### config.mk
export PLATFORM = sky130hd
export DESIGN_NAME = gate_bist
export DESIGN_NICKNAME = d
export VERILOG_FILES = /design/src/rtl/gate_bist_pkg.sv /design/src/rtl/bist_settle_timer.sv /design/src/rtl/gate_bist.sv
export SDC_FILE = /design/constraint.sdc
export NUM_CORES = 1
export LEC_CHECK = 0
export ABC_AREA = 1
export CAP_MARGIN = 20
export CORE_UTILIZATION = 25
export DETAILED_ROUTE_END_ITERATION = 8
export SYNTH_ARGS = -nofsm -noshare
export SYNTH_HDL_FRONTEND = slang
export SYNTH_SLANG_ARGS = --single-unit
### constraint.sdc
create_clock -name clock -period 2.7 [get_ports clock]
set_input_delay 0.54 -clock clock [delete_from_list [all_inputs] [get_ports clock]]
set_output_delay 0.54 -clock clock [all_outputs]
set_load 0.01 [all_outputs]
### src/rtl/gate_bist_pkg.sv
// Shared types and constants for the two-input gate self-test.
// Truth tables are indexed by {in1,in2}; bit i is the gate output for vector i.
package gate_bist_pkg;

   localparam int VEC_W    = 2;
   localparam int NUM_VECS = 4;

   localparam logic [3:0] NAND_TT = 4'b0111;
   localparam logic [3:0] AND_TT  = 4'b1000;
   localparam logic [3:0] OR_TT   = 4'b1110;
   localparam logic [3:0] XOR_TT  = 4'b0110;

   typedef enum logic [2:0] {
      IDLE,
      DRIVE,
      SETTLE,
      CHECK,
      FINISH
   } state_t;

   function automatic logic [2:0] sat_inc(input logic [2:0] v);
      return (v >= 3'd4) ? 3'd4 : v + 3'd1;
   endfunction

endpackage

### src/rtl/bist_settle_timer.sv
// Settle countdown: load sets the count, then it decrements once per cycle down to 0.
// expired is high while the count equals 1, i.e. on the last settle cycle.
module bist_settle_timer (
   input  logic       clock,
   input  logic       reset_n,
   input  logic       load,
   input  logic [3:0] load_value,
   output logic       expired
);

   logic [3:0] count;

   always_ff @(posedge clock or negedge reset_n) begin
      if (!reset_n) begin
         count <= '0;
      end else if (load) begin
         count <= load_value;
      end else if (count != 4'd0) begin
         count <= count - 4'd1;
      end
   end

   assign expired = (count == 4'd1);

endmodule

### src/rtl/gate_bist.sv
// Self-test sequencer for a 2-input gate: drives 00,01,10,11, waits SETTLE_CYCLES, compares to EXPECTED.
// Optional per-vector failure log enabled by macro GATE_BIST_FAIL_LOG_EN.
module gate_bist
   import gate_bist_pkg::*;
#(
   parameter int         SETTLE_CYCLES = 1,
   parameter logic [3:0] EXPECTED      = 4'b0111
) (
   input  logic       clock,
   input  logic       reset_n,
   input  logic       start,
   input  logic       dut_out,
   output logic       dut_in1,
   output logic       dut_in2,
   output logic       busy,
   output logic       done,
   output logic       pass,
   output logic [2:0] error_count,
   output logic [3:0] fail_vector
);

   localparam logic [3:0] SETTLE_LV = 4'(SETTLE_CYCLES);

   state_t             state;
   logic [VEC_W-1:0]   index;
   logic               expired;
   logic               mismatch;
   logic               start_acc;
   logic               timer_load;

   assign mismatch   = (dut_out != EXPECTED[index]);
   assign start_acc  = start && ((state == IDLE) || (state == FINISH));
   assign timer_load = (state == DRIVE);

   bist_settle_timer u_settle (
      .clock      (clock),
      .reset_n    (reset_n),
      .load       (timer_load),
      .load_value (SETTLE_LV),
      .expired    (expired)
   );

   always_ff @(posedge clock or negedge reset_n) begin
      if (!reset_n) begin
         state       <= IDLE;
         index       <= '0;
         dut_in1     <= 1'b0;
         dut_in2     <= 1'b0;
         busy        <= 1'b0;
         done        <= 1'b0;
         pass        <= 1'b0;
         error_count <= '0;
      end else begin
         case (state)
            IDLE, FINISH: begin
               if (start) begin
                  state       <= DRIVE;
                  index       <= '0;
                  error_count <= '0;
                  done        <= 1'b0;
                  pass        <= 1'b0;
                  busy        <= 1'b1;
               end
            end
            DRIVE: begin
               {dut_in1, dut_in2} <= index;
               state              <= SETTLE;
            end
            SETTLE: begin
               if (expired) state <= CHECK;
            end
            CHECK: begin
               if (mismatch) error_count <= sat_inc(error_count);
               if (index == VEC_W'(NUM_VECS - 1)) begin
                  state <= FINISH;
                  busy  <= 1'b0;
                  done  <= 1'b1;
                  // error_count has not yet absorbed this vector's result
                  pass  <= (error_count == 3'd0) && !mismatch;
               end else begin
                  index <= index + 1'b1;
                  state <= DRIVE;
               end
            end
            default: begin
               state <= IDLE;
               busy  <= 1'b0;
            end
         endcase
      end
   end

`ifdef GATE_BIST_FAIL_LOG_EN
   logic [3:0] fail_q;

   always_ff @(posedge clock or negedge reset_n) begin
      if (!reset_n) begin
         fail_q <= '0;
      end else if (start_acc) begin
         fail_q <= '0;
      end else if ((state == CHECK) && mismatch) begin
         fail_q[index] <= 1'b1;
      end
   end

   assign fail_vector = fail_q;
`else
   assign fail_vector = 4'b0000;
`endif

endmodule

; ---- Word level (Yosys, flattened, before mapping)
; Cells that the tools add are included.
[classes]
addsub = 3
n_lt_le_gt_ge = 2
eq_ne = 12
n_mux = 23
bitwise = 1
n_reduce_logical = 14
[ops]
columns = op, count
row1 = $mux W3, 6
row2 = $pmux W3 S4, 1
row3 = $reduce_and A3 Y1, 4
row4 = $ne A2 B2 Y1 const B, 5
row5 = $mux W4, 2
row6 = $eq A3 B2 Y1 const B, 2
row7 = $logic_not A3 Y1, 2
row8 = $mux W1, 6
row9 = $pmux W3 S2, 1
row10 = $eq A4 B1 Y1 const B, 1
row11 = $mux W2, 2
row12 = $pmux W1 S2, 2
row13 = $pmux W2 S2, 1
row14 = $reduce_bool A2 Y1, 2
row15 = $reduce_bool A4 Y1, 1
row16 = $reduce_or A2 Y1, 2
row17 = $sub A4 B1 Y4 const B, 1
row18 = $add A3 B1 Y3 const B, 1
row19 = $eq A3 B1 Y1 const B, 1
row20 = $eq A3 B3 Y1 const B, 1
row21 = $ge A3 B3 Y1 const B, 1
row22 = $lt A2 B3 Y1 const B, 1
row23 = $pmux W1 S3, 1
row24 = $add A2 B1 Y2 const B, 1
row25 = 7 further kinds, 7
[totals]
reg_bits = 17
output_inout_bits = 12

; ---- Longest topological paths before layout
[logic_depth]
ltp_word = 7
depth_mapped = 7
depth_no_buf = 7

; ---- By module
; From an unflattened synthesis, not the netlist that was laid out.
[unflattened]
cells_unflattened = 126
area_unflattened_um2 = 977.2
[modules_own_cells]
columns = module, instances, cells_per_inst, area_each_um2, seq_area_each_um2
row1 = gate_bist, 1, 89, 685.7, 325.3
row2 = bist_settle_timer, 1, 37, 291.5, 100.1

; ---- Worst setup path before layout
; OpenSTA, ideal clock, no wires.
[synth_path]
kind = flip-flop to flip-flop
start = register index[0]
end = register error_count[0]
setup_ns = 0.117
arrival_ns = 1.070
slack_ns = 1.513
path_stages_with_launch = 7
path_buffers = 0
period_less_slack_ns = 1.187
cell_sequence = dfrtp_1 -> ha_1 -> xor2_1 -> nand2_1 -> nand2_2 -> nand2_1 -> nand2_1
[synth_via]
elab_chain_cells = 5
[synth_lines]
columns = item, line
row1 = start: declaration, gate_bist.sv:25  ; logic [VEC_W-1:0] index;
row2 = start signal: assignment, gate_bist.sv:81  ; index <= index + 1'b1;
row3 = $bmux W1 S2, gate_bist.sv:31  ; assign mismatch = (dut_out != EXPECTED[index]);
row4 = $mux W1 (implied by the code), gate_bist.sv:31
row5 = $ne A1 B1 Y1, gate_bist.sv:31
row6 = $ne A2 B2 Y1 (no line), --
row7 = $reduce_and A3 Y1 (no line), --
row8 = end signal: assignment, gate_bist.sv:73  ; if (mismatch) error_count <= sat_inc(error_count);
row9 = end: declaration, gate_bist.sv:18  ; output logic [2:0] error_count,
; No other way between the ends. The select of a mux whose other input is x is not followed.
; A chain may end at the register's enable or synchronous reset.

; ---- Worst setup path in the final report
[layout_path]
start = register error_count[0]
end = output error_count[0]
; No word-level cell between the ends.

==> results.py <==
metrics = {
    "worst_setup_path": {
        "crit_chain": "clkdlybuf4s50_1",
        "cp_data_arrival_time_ps": 1260,
        "critical_path_class": "reg2out",
        "cp_max_fo": 4,
        "cp_slowest_stage_delay_ps": 560,
        "crit_family": "buffers and inverters",
        "worstRegToRegCells": 6,
        "rrSetupSlack_ps": 1350,
        "cp.required_ps": 2160,
        "crit_path_end_kind": "primary output",
        "r2r_end": "error_count[2]",
        "cp.buffers_inverters": 1,
        "start_kind": "flop",
        "crit_slowest_cell": "clkdlybuf4s50_1",
        "reg2reg_from": "index[0]",
    },
    "hold_path": {
        "hold_depth": 2,
        "hold_path_end": "done",
        "hold_start": "done",
        "holdCritPathClass": "reg2reg",
    },
    "yosys": {
        "ys_types": 21,
        "synth_top_family_by_area": "simple AND/OR/NAND/NOR gates",
        "ys_warn_count": 0,
        "synth-async-reset-ratio": 1.00,
        "synth.area.mux_share": 0,
        "synth-simple-area-share": 0.300,
        "syn-instance-count": 109,
        "syn_area_um2": 906,
        "ys_seq_area_frac": 0.470,
        "avgSynthCellArea_um2": 8.31,
        "synth_seq_cells": 17,
        "synth_adder_area_share": 0.0691,
        "synth_top_area_frac": 0.470,
        "yosys-top-cells-area": "dfrtp_1, nand2_1, ha_1",
        "synth-compound-area-share": 0.0456,
        "synth-xor-area-share": 0.0290,
        "yosysTopAreaCell": "dfrtp_1",
        "ys.flop_type": "dfrtp_1",
        "synth_edf_count": 0,
    },
    "placed_design": {
        "pre_cts_ws_ps": 1060,
        "gp_congestion": 0.809,
        "hpwlAfterDp_um": 1270,
        "io_buffers": 11,
        "dpl-instance-area_um2": 1050,
    },
    "pwr": {
        "total_power_w": 0.00107,
        "power_density_nw_per_um2": 987,
        "vdd_drop_max_v": 0.000257,
        "p_leak_nw": 0.548,
    },
    "sta": {
        "fin_crit_ps": 1800,
        "worst_slack_ps": 898,
        "maxSlewViolCount": 0,
        "fin_skew_ps": 1.56,
        "grt_setup_unrepaired": "no",
        "tns_ps": 0,
        "hold_violations": 0,
        "slew_headroom": 0.498,
        "worst_pin_slew_ps": 750,
        "fmax_ghz": 0.555,
        "min_period_over_period": 0.667,
        "setup_viol": 0,
    },
    "detailed_routing": {
        "vias_per_cell": 4.10,
        "num_vias": 693,
        "drc": 0,
        "drtIter0Drc": 23,
        "detail-route-antenna-nets": 0,
        "routed_wl_um": 1620,
        "dr.pass1.iters": 4,
        "wl_per_cell_um": 9.56,
    },
    "clocking": {
        "worstSkewPairLatency_ps": 290,
        "cts_buffers": 3,
        "cts_htree_levels": 1,
        "clockBufferDepth": 2,
        "tritoncts": "built",
        "hold_buffers": 0,
        "clkSlewWorstSetupHoldPaths_ps": 100,
        "post-cts-setup-buffers": 0,
        "ctsResizeCount": 0,
        "cts-root-buf": "clkbuf_4",
        "cts_sinks": 17,
    },
    "grt": {
        "grt_max_degree": 18,
        "antenna_found_initial": 0,
        "grt_pass1_vias": 734,
        "grt-ovfl-total": 0,
        "grt_pass1_wl_um": 3020,
        "grtUsageTotal": 0.0971,
    },
    "finish": {
        "seqCellArea_um2": 425,
        "areaGrowthSynthToFinish_pct": 19.3,
        "drive_above_1_share": 0.0976,
        "num-nets-final": 133,
        "final_area_um2": 1080,
        "fill_cells": 377,
        "utilization": 0.316,
        "multi_input_area_um2": 417,
        "diodes": 0,
    },
    "floorplanning": {
        "fp.dieW_um": 62.2,
        "core-area_um2": 3420,
        "dieArea_um2": 3870,
        "start_util": 0.265,
        "rows": 21,
        "die_h_um": 62.2,
        "pin_count": 16,
    },
    "run": {
        "drv_cap": 0,
    },
    "run_status": {
        "status": "complete, no violations",
    },
}
-- cells in the final DEF (no fill, tap or decap) --
| master | count |
|---|---|
| a21oi_1 | 1 |
| clkbuf_1 | 1 |
| clkbuf_4 | 3 |
| clkdlybuf4s50_1 | 11 |
| conb_1 | 4 |
| dfrtp_1 | 17 |
| ha_1 | 5 |
| inv_1 | 11 |
| inv_2 | 1 |
| nand2_1 | 32 |
| nand2_2 | 5 |
| nand2_4 | 1 |
| nand3_1 | 9 |
| nand3b_1 | 1 |
| nor2_1 | 10 |
| nor2_4 | 1 |
| nor3b_1 | 1 |
| o21ai_0 | 3 |
| o21ai_1 | 1 |
| o21ai_2 | 1 |
| o21bai_1 | 1 |
| xnor2_1 | 1 |
| xor2_1 | 2 |
-- layer usage --
metal  GRT usage  vias to the layer above  wire length, um
met2       0.158                       11              769
met3      0.0129                        4               37
li1            -                      362                -
met5           0                        -                0
met1       0.121                      316              772
met4      0.0610                        0               34
-- sequential cells by signal (all words and copies together), names as in the netlist --
register / flops
u_settle.count: 4
state: 3
done: 1
index: 2
error_count: 3
dut_in2: 1
pass: 1
busy: 1
dut_in1: 1
-- where the power goes --
| group | total (W) | internal, W | switching [W] |
|---|---|---|---|
| clock network | 0.000136 | 0.0000574 | 0.0000789 |
| registers | 0.000427 | 0.000344 | 0.0000831 |
| logic | 0.000503 | 0.000213 | 0.000291 |
| total | 0.00107 | 0.000614 | 0.000453 |
-- kinds of logic (layout without fill, tap and decap cells) --
| family | count (synthesis) | count (layout) |
|---|---|---|
| buffers and inverters | 16 | 27 |
| AO/OA/AOI/OAI | 7 | 7 |
| other | 1 | 4 |
| adder cells (fa/ha/maj) | 5 | 5 |
| AND/OR/NAND/NOR | 60 | 60 |
| flip-flops | 17 | 17 |
| XOR/XNOR | 3 | 3 |
-- cell type report --
| type | count | share of cell area |
|---|---|---|
| inverter | 12 | 0.0417 |
| multi-input combinational | 79 | 0.385 |
| clock buffer | 4 | 0.0243 |
| timing repair buffer | 11 | 0.102 |
| sequential | 17 | 0.394 |
| tap | 46 | 0.0532 |
-- worst max path at each step --
stage	start	end	slack, ps	cells past startpoint
floorplan	index[0]	error_count[0]	1510	6
global placement	dut_out	error_count[1]	1120	5
detailed placement	dut_out	error_count[0]	1060	6
CTS	error_count[0]	error_count[0]	890	1
global route	error_count[0]	error_count[0]	830	1
finish	error_count[0]	error_count[0]	900	1
-- metrics by stage --
step	hold WS, ps	cells
floorplan	244	112
global placement	456	165
detailed placement	471	165
CTS	495	169
global route	518	169
finish	489	169
-- Yosys cell counts, drive strengths merged, types with 2 or more instances --
cell	n
buf	4
dfrtp	17
ha	5
inv	12
nand2	38
nand3	9
nor2	11
o21ai	5
xor2	2
(Power assumes the default switching activity.)
